File: src/rtl/serial_adder_pkg.sv
// serial_adder_pkg: shared types and constants for the bit-serial adder.
//   state_t       - FSM encoding (IDLE, RUN, DONE)
//   SA_DEF_WIDTH  - default operand width
//   sa_cnt_w()    - bit-counter width, never below 1
package serial_adder_pkg;

    typedef enum logic [1:0] {IDLE, RUN, DONE} state_t;

    localparam int SA_DEF_WIDTH = 8;

    // Counter must count 0..w-1; a 1-bit operand still needs a 1-bit counter.
    function automatic int sa_cnt_w(input int w);
        return (w > 1) ? $clog2(w) : 1;
    endfunction

endpackage

File: src/rtl/serial_adder_if.sv
// serial_adder_if: operand/result handshake bundle of the serial adder.
//   in_valid/in_ready, a, b, c_in       - operand channel (producer -> adder)
//   out_valid/out_ready, sum, c_out     - result channel  (adder -> consumer)
//   ovf                                 - signed overflow, only when
//                                         SERIAL_ADDER_OVF_EN is defined
//   modport slave  : the adder side
//   modport master : the producer/consumer side
interface serial_adder_if
    import serial_adder_pkg::*;
#(
    parameter int WIDTH = SA_DEF_WIDTH
);
    logic             in_valid;
    logic             in_ready;
    logic [WIDTH-1:0] a;
    logic [WIDTH-1:0] b;
    logic             c_in;
    logic             out_valid;
    logic             out_ready;
    logic [WIDTH-1:0] sum;
    logic             c_out;
`ifdef SERIAL_ADDER_OVF_EN
    logic             ovf;

    modport slave  (input  in_valid, a, b, c_in, out_ready,
                    output in_ready, out_valid, sum, c_out, ovf);
    modport master (output in_valid, a, b, c_in, out_ready,
                    input  in_ready, out_valid, sum, c_out, ovf);
`else
    modport slave  (input  in_valid, a, b, c_in, out_ready,
                    output in_ready, out_valid, sum, c_out);
    modport master (output in_valid, a, b, c_in, out_ready,
                    input  in_ready, out_valid, sum, c_out);
`endif

endinterface

File: src/rtl/half_adder.sv
// half_adder: 1-bit half adder datapath cell.
//   i_a, i_b : addend bits
//   o_s      : sum bit   (i_a ^ i_b)
//   o_c      : carry bit (i_a & i_b)
module half_adder (
    input  logic i_a,
    input  logic i_b,
    output logic o_s,
    output logic o_c
);
    assign o_s = i_a ^ i_b;
    assign o_c = i_a & i_b;
endmodule

File: src/rtl/serial_adder_fa_slice.sv
// fa_slice: combinational full-adder slice built from two half adders.
//   x, y : operand bits
//   ci   : carry in
//   s    : sum bit
//   co   : carry out (OR of the two half-adder carries; they are never both 1)
module fa_slice (
    input  logic x,
    input  logic y,
    input  logic ci,
    output logic s,
    output logic co
);
    logic w_s0;
    logic w_c0;
    logic w_c1;

    half_adder u_ha0 (.i_a(x),    .i_b(y),  .o_s(w_s0), .o_c(w_c0));
    half_adder u_ha1 (.i_a(w_s0), .i_b(ci), .o_s(s),    .o_c(w_c1));

    assign co = w_c0 | w_c1;
endmodule

File: src/rtl/serial_adder.sv
// serial_adder: bit-serial WIDTH-bit adder, one bit per clock, LSB first.
//   clk  : rising-edge clock
//   rst  : asynchronous active-high reset
//   bus  : serial_adder_if.slave (operand and result handshakes)
//   busy : high while in RUN or DONE
// Optional macro SERIAL_ADDER_OVF_EN adds bus.ovf, the two's-complement
// overflow of the finished addition, valid with out_valid.
module serial_adder
    import serial_adder_pkg::*;
#(
    parameter int WIDTH = SA_DEF_WIDTH
) (
    input  logic           clk,
    input  logic           rst,
    serial_adder_if.slave  bus,
    output logic           busy
);
    localparam int CW = sa_cnt_w(WIDTH);

    state_t           r_state;
    logic [WIDTH-1:0] r_a;
    logic [WIDTH-1:0] r_b;
    logic [WIDTH-1:0] r_s;
    logic             r_carry;
    logic [CW-1:0]    r_cnt;
    logic             r_in_ready;
    logic             r_out_valid;
    logic             r_busy;
`ifdef SERIAL_ADDER_OVF_EN
    logic             r_ovf;
`endif

    logic             w_s;
    logic             w_co;
    logic             w_last;
    logic [WIDTH-1:0] w_s_nxt;

    fa_slice u_fa (.x(r_a[0]), .y(r_b[0]), .ci(r_carry), .s(w_s), .co(w_co));

    assign w_last = (r_cnt == CW'(WIDTH - 1));

    // Sum bits enter at the top and walk down, so after WIDTH shifts bit 0
    // of the result sits at r_s[0]. A 1-bit result has nothing to shift.
    generate
        if (WIDTH == 1) begin : g_s1
            assign w_s_nxt = w_s;
        end else begin : g_sn
            assign w_s_nxt = {w_s, r_s[WIDTH-1:1]};
        end
    endgenerate

    always_ff @(posedge clk or posedge rst) begin
        if (rst) begin
            r_state     <= IDLE;
            r_a         <= '0;
            r_b         <= '0;
            r_s         <= '0;
            r_carry     <= 1'b0;
            r_cnt       <= '0;
            r_in_ready  <= 1'b1;
            r_out_valid <= 1'b0;
            r_busy      <= 1'b0;
`ifdef SERIAL_ADDER_OVF_EN
            r_ovf       <= 1'b0;
`endif
        end else begin
            case (r_state)
                IDLE: begin
                    if (bus.in_valid) begin
                        r_a        <= bus.a;
                        r_b        <= bus.b;
                        r_carry    <= bus.c_in;
                        r_cnt      <= '0;
                        r_state    <= RUN;
                        r_in_ready <= 1'b0;
                        r_busy     <= 1'b1;
                    end
                end
                RUN: begin
                    r_a     <= r_a >> 1;
                    r_b     <= r_b >> 1;
                    r_s     <= w_s_nxt;
                    r_carry <= w_co;
                    r_cnt   <= r_cnt + CW'(1);
                    if (w_last) begin
                        r_state     <= DONE;
                        r_out_valid <= 1'b1;
`ifdef SERIAL_ADDER_OVF_EN
                        // MSB slice: carry in is r_carry, carry out is w_co.
                        r_ovf       <= r_carry ^ w_co;
`endif
                    end
                end
                DONE: begin
                    if (bus.out_ready) begin
                        r_state     <= IDLE;
                        r_out_valid <= 1'b0;
                        r_in_ready  <= 1'b1;
                        r_busy      <= 1'b0;
                    end
                end
                default: r_state <= IDLE;
            endcase
        end
    end

    assign bus.in_ready  = r_in_ready;
    assign bus.out_valid = r_out_valid;
    assign bus.sum       = r_s;
    assign bus.c_out     = r_carry;
    assign busy          = r_busy;
`ifdef SERIAL_ADDER_OVF_EN
    assign bus.ovf       = r_ovf;
`endif

endmodule

File: src/flat_wrapper.sv
// flat-port wrapper written by rule: the top's interface ports become plain ports
module serial_adder_flat import serial_adder_pkg::*;
#(
    parameter int WIDTH = SA_DEF_WIDTH
)
  (clk, rst, busy, bus_in_valid, bus_a, bus_b, bus_c_in, bus_out_ready, bus_in_ready, bus_out_valid, bus_sum, bus_c_out);
  serial_adder_if #(.WIDTH(WIDTH)) bus_i ();
  input  logic clk;
  input  logic rst;
  output logic busy;
  input wire logic [$bits(bus_i.in_valid)-1:0] bus_in_valid;
  input wire logic [$bits(bus_i.a)-1:0] bus_a;
  input wire logic [$bits(bus_i.b)-1:0] bus_b;
  input wire logic [$bits(bus_i.c_in)-1:0] bus_c_in;
  input wire logic [$bits(bus_i.out_ready)-1:0] bus_out_ready;
  output wire logic [$bits(bus_i.in_ready)-1:0] bus_in_ready;
  output wire logic [$bits(bus_i.out_valid)-1:0] bus_out_valid;
  output wire logic [$bits(bus_i.sum)-1:0] bus_sum;
  output wire logic [$bits(bus_i.c_out)-1:0] bus_c_out;
  assign bus_i.in_valid = bus_in_valid;
  assign bus_i.a = bus_a;
  assign bus_i.b = bus_b;
  assign bus_i.c_in = bus_c_in;
  assign bus_i.out_ready = bus_out_ready;
  assign bus_in_ready = bus_i.in_ready;
  assign bus_out_valid = bus_i.out_valid;
  assign bus_sum = bus_i.sum;
  assign bus_c_out = bus_i.c_out;
  serial_adder #(.WIDTH(WIDTH)) u_core (.clk(clk), .rst(rst), .bus(bus_i), .busy(busy));
endmodule
File: config.mk
export PLATFORM = sky130hd
export DESIGN_NAME = serial_adder_flat
export DESIGN_NICKNAME = d
export VERILOG_FILES = /design/src/rtl/serial_adder_pkg.sv /design/src/rtl/serial_adder_if.sv /design/src/rtl/half_adder.sv /design/src/rtl/serial_adder_fa_slice.sv /design/src/rtl/serial_adder.sv /design/src/flat_wrapper.sv
export SDC_FILE = /design/constraint.sdc
export NUM_CORES = 1
export LEC_CHECK = 0
export CORE_MARGIN = 10
export CORE_UTILIZATION = 49
export CTS_CLUSTER_SIZE = 12
export DETAILED_ROUTE_END_ITERATION = 12
export GPL_TIMING_DRIVEN = 0
export PLACE_DENSITY_LB_ADDON = 0.05
export SLEW_MARGIN = 20
export SYNTH_ARGS = -nofsm -noshare
export SYNTH_HDL_FRONTEND = slang
export SYNTH_HIERARCHICAL = 1
export SYNTH_SLANG_ARGS = --single-unit
File: constraint.sdc
create_clock -name clk -period 1.9 [get_ports clk]
set_input_delay 0.285 -clock clk [delete_from_list [all_inputs] [get_ports clk]]
set_output_delay 0.285 -clock clk [all_outputs]
set_load 0.01 [all_outputs]
==> impl_metrics.tcl <==
set metrics [dict create \
    layout_setup_ws_ns 0.193 \
    critPathBufInv 1 \
    slew_headroom 0.545 \
    cp.required_ns 1.62 \
    hold_class "in2async" \
    ir_worst_vdd_mv 0.773 \
    final_hold_viol_count 0 \
    core.rowCount 20 \
    die_area_sq_mm 0.00570 \
    nFillCells 266 \
    drive_gt1_frac 0.108 \
    crit_arrival_ns 1.42 \
    cts_tree "done" \
    antenna_found_initial 0 \
    final_cell_area_sq_mm 0.00192 \
    worstMarginPinSlew_ns 0.682 \
    cts_setup_buffers 0 \
    fin_cells 228 \
    cts_made_buffers 5 \
    total_power_mw 2.81 \
    maxCapViolations 0 \
    seqPwrFrac 0.424 \
    finalClockSkew_ns 0.0117 \
    yosysWarnings 6 \
    grt_max_degree 34 \
    yosysTopAreaCell "dfrtp_1" \
    place_hpwl_microns 2600 \
    drc 0 \
    dp_slack_ns 0.184 \
    drtIter0Drc 89 \
    synth_commonest_cells "dfrtp_1, nand2_1, nor2_1" \
    port-buffer-count 32 \
    coreArea_sq_mm 0.00300 \
    grt_pass1_wl_microns 5890 \
    r2r_cells 4 \
    die_h_microns 75.5 \
    p_sw_frac 0.374 \
    final_util 0.640 \
    cpPeakStageDelay_ns 0.55 \
    cp_slowest_cell "dfstp_2" \
    path_delay_family "flip-flops" \
    grt.overflow.total 0 \
    path_clk_slew_ns 0.11 \
    synthesis.nets 180 \
    setup_viol 0 \
    post_drt_via_cell_ratio 5.48 \
    r2r_end "u_core/bus.c_out$_DFFE_PP0P_" \
    totalWireLength_microns 3580 \
    netSwitchingPower_mw 1.05 \
    fp.dieW_microns 75.5 \
    place_area_sq_mm 0.00187 \
    synth_ff_type "dfrtp_1" \
    io_pins 33 \
    dr_wl_met2_microns 1740 \
    synth.most_common_cell "dfrtp_1" \
    routedLengthMet1_microns 1480 \
    root_buffer "clkbuf_4" \
    p_per_area_mw_per_mm2 1460 \
    clock_path_buffers 2 \
    initial_core_util 0.503 \
    intPower_mw 1.76 \
    syn_area_per_cell_sq_um 9.74 \
    period_needed_ns 1.71 \
    cts.repair.resized 0 \
    synthDominantCellAreaShare 0.530 \
    syn_area_sq_mm 0.00151 \
    synth.distinct_cells 25 \
    dr.pass1.iters 4 \
    synth_edf_count 0 \
    pwr-share-clk 0.133 \
    areaGrowthSynthToFinish_pct 27.3 \
    vias 1249 \
    fin_crit_sh 0.899 \
    antenna_cells 0 \
    wl_per_cell_microns 15.7 \
    status "complete, no violations" \
    fmax_mhz 586 \
    gp_congestion 0.807 \
    startpoint "u_core/bus.in_ready$_DFFE_PP1P_" \
    reg2reg_from "u_core/r_a[0]$_DFFE_PP0P_" \
    end_kind "output port" \
    worstSetupStartpointType "register" \
    cp_cell_sequence "clkdlybuf4s50_1" \
    ys_ff_latch 33 \
    cts_sinks 33 \
    setup_tns_ns 0 \
    grtUsageTotal 0.136 \
    ys_seq_area_frac 0.548 \
    synthTopCellsByArea "dfrtp_1, nand2_1, nor2_1" \
    layout.nets 219 \
    synthCells 155 \
    pwr-share-comb 0.443 \
    met3_length_microns 303 \
    slew_viol_final 0 \
    leakagePower_nw 0.866 \
    worstSetupPathType "reg2out" \
    clk_latency_ns 0.33 \
    rsz0062_at_grt "false" \
    antenna_left 0 \
    r2r_slack_ns 0.40 \
    whs_ns 0.363 \
    first_global_vias 1270 \
    crit_fanout 3 \
    ctsHoldBuffers 0 \
    top_layer_used "met4" \
    htree_levels 2 \
    synth_async_sr_flop_share 1.00 \
    dp.cells 220 \
]
==> worst max-delay path by stage <==
stage / to / slack (ns) / cells after the start
floorplan: u_core/bus.c_out$_DFFE_PP0P_ / 0.47 / 4
global placement: u_core/r_b[1]$_DFFE_PP0P_ / 0.16 / 2
detailed placement: u_core/r_b[2]$_DFFE_PP0P_ / 0.18 / 5
CTS: bus_in_ready / 0.16 / 1
global route: bus_in_ready / 0.13 / 1
finish: bus_in_ready / 0.19 / 1
==> metal layers <==
metal | up-vias | track usage
met5 | - | 0
met4 | 0 | 0.0515
met3 | 6 | 0.0521
met2 | 39 | 0.215
met1 | 596 | 0.165
li1 | 608 | -
==> final cells by class <==
cell class / instances / area, sq um / area share
multi-input cells: 109 / 609 / 0.317
plain buffers: 10 / 62.6 / 0.0325
inverters: 3 / 11.3 / 0.00586
repair buffers: 32 / 320 / 0.167
clock buffers: 6 / 41.3 / 0.0215
well taps: 33 / 41.3 / 0.0215
flip-flops and latches: 33 / 827 / 0.430
clock inverters: 2 / 10.0 / 0.00520
==> cells in the final DEF, fill, tap and decap left out, drive strengths merged <==
cell and n:
a211oi 11, a21oi 4, a22o 4, a32oi 1, buf 8, clkbuf 8
clkdlybuf4s50 32, clkinv 2, dfrtp 32, dfstp 1, ha 4, inv 3
nand2 28, nand2b 5, nand3b 3, nor2 25, nor2b 2, nor3 11
o21a 1, o21ai 3, o21ba 1, o21bai 1, o221a 3, o22ai 1
or2 1
==> power groups by stage <==
stage	clock network (mW)	logic [mW]	registers (mW)
2_1_floorplan	0	0.793	1.20
3_3_place_gp	0	1.20	1.18
3_5_place_dp	0	1.26	1.20
4_1_cts	0.392	1.26	1.19
5_1_grt	0.426	1.40	1.23
6_report	0.375	1.25	1.19
==> state kept, by name, summed over array words and instances, names as in the netlist <==
signal	count
u_core/bus.sum	8
u_core/r_a	8
u_core/r_b	8
u_core/r_cnt	3
u_core/r_state	2
u_core/bus.c_out	1
u_core/bus.in_ready	1
u_core/bus.out_valid	1
u_core/busy	1
==> cell families after synthesis <==
logic type	after synthesis	synth area share
AO/OA/AOI/OAI	30	0.154
adder cells (fa/ha/maj)	4	0.0331
buffers and inverters	13	0.0489
flip-flops	33	0.548
AND/OR/NAND/NOR	75	0.216
No activity file was read; power rests on OpenSTA's default activity.
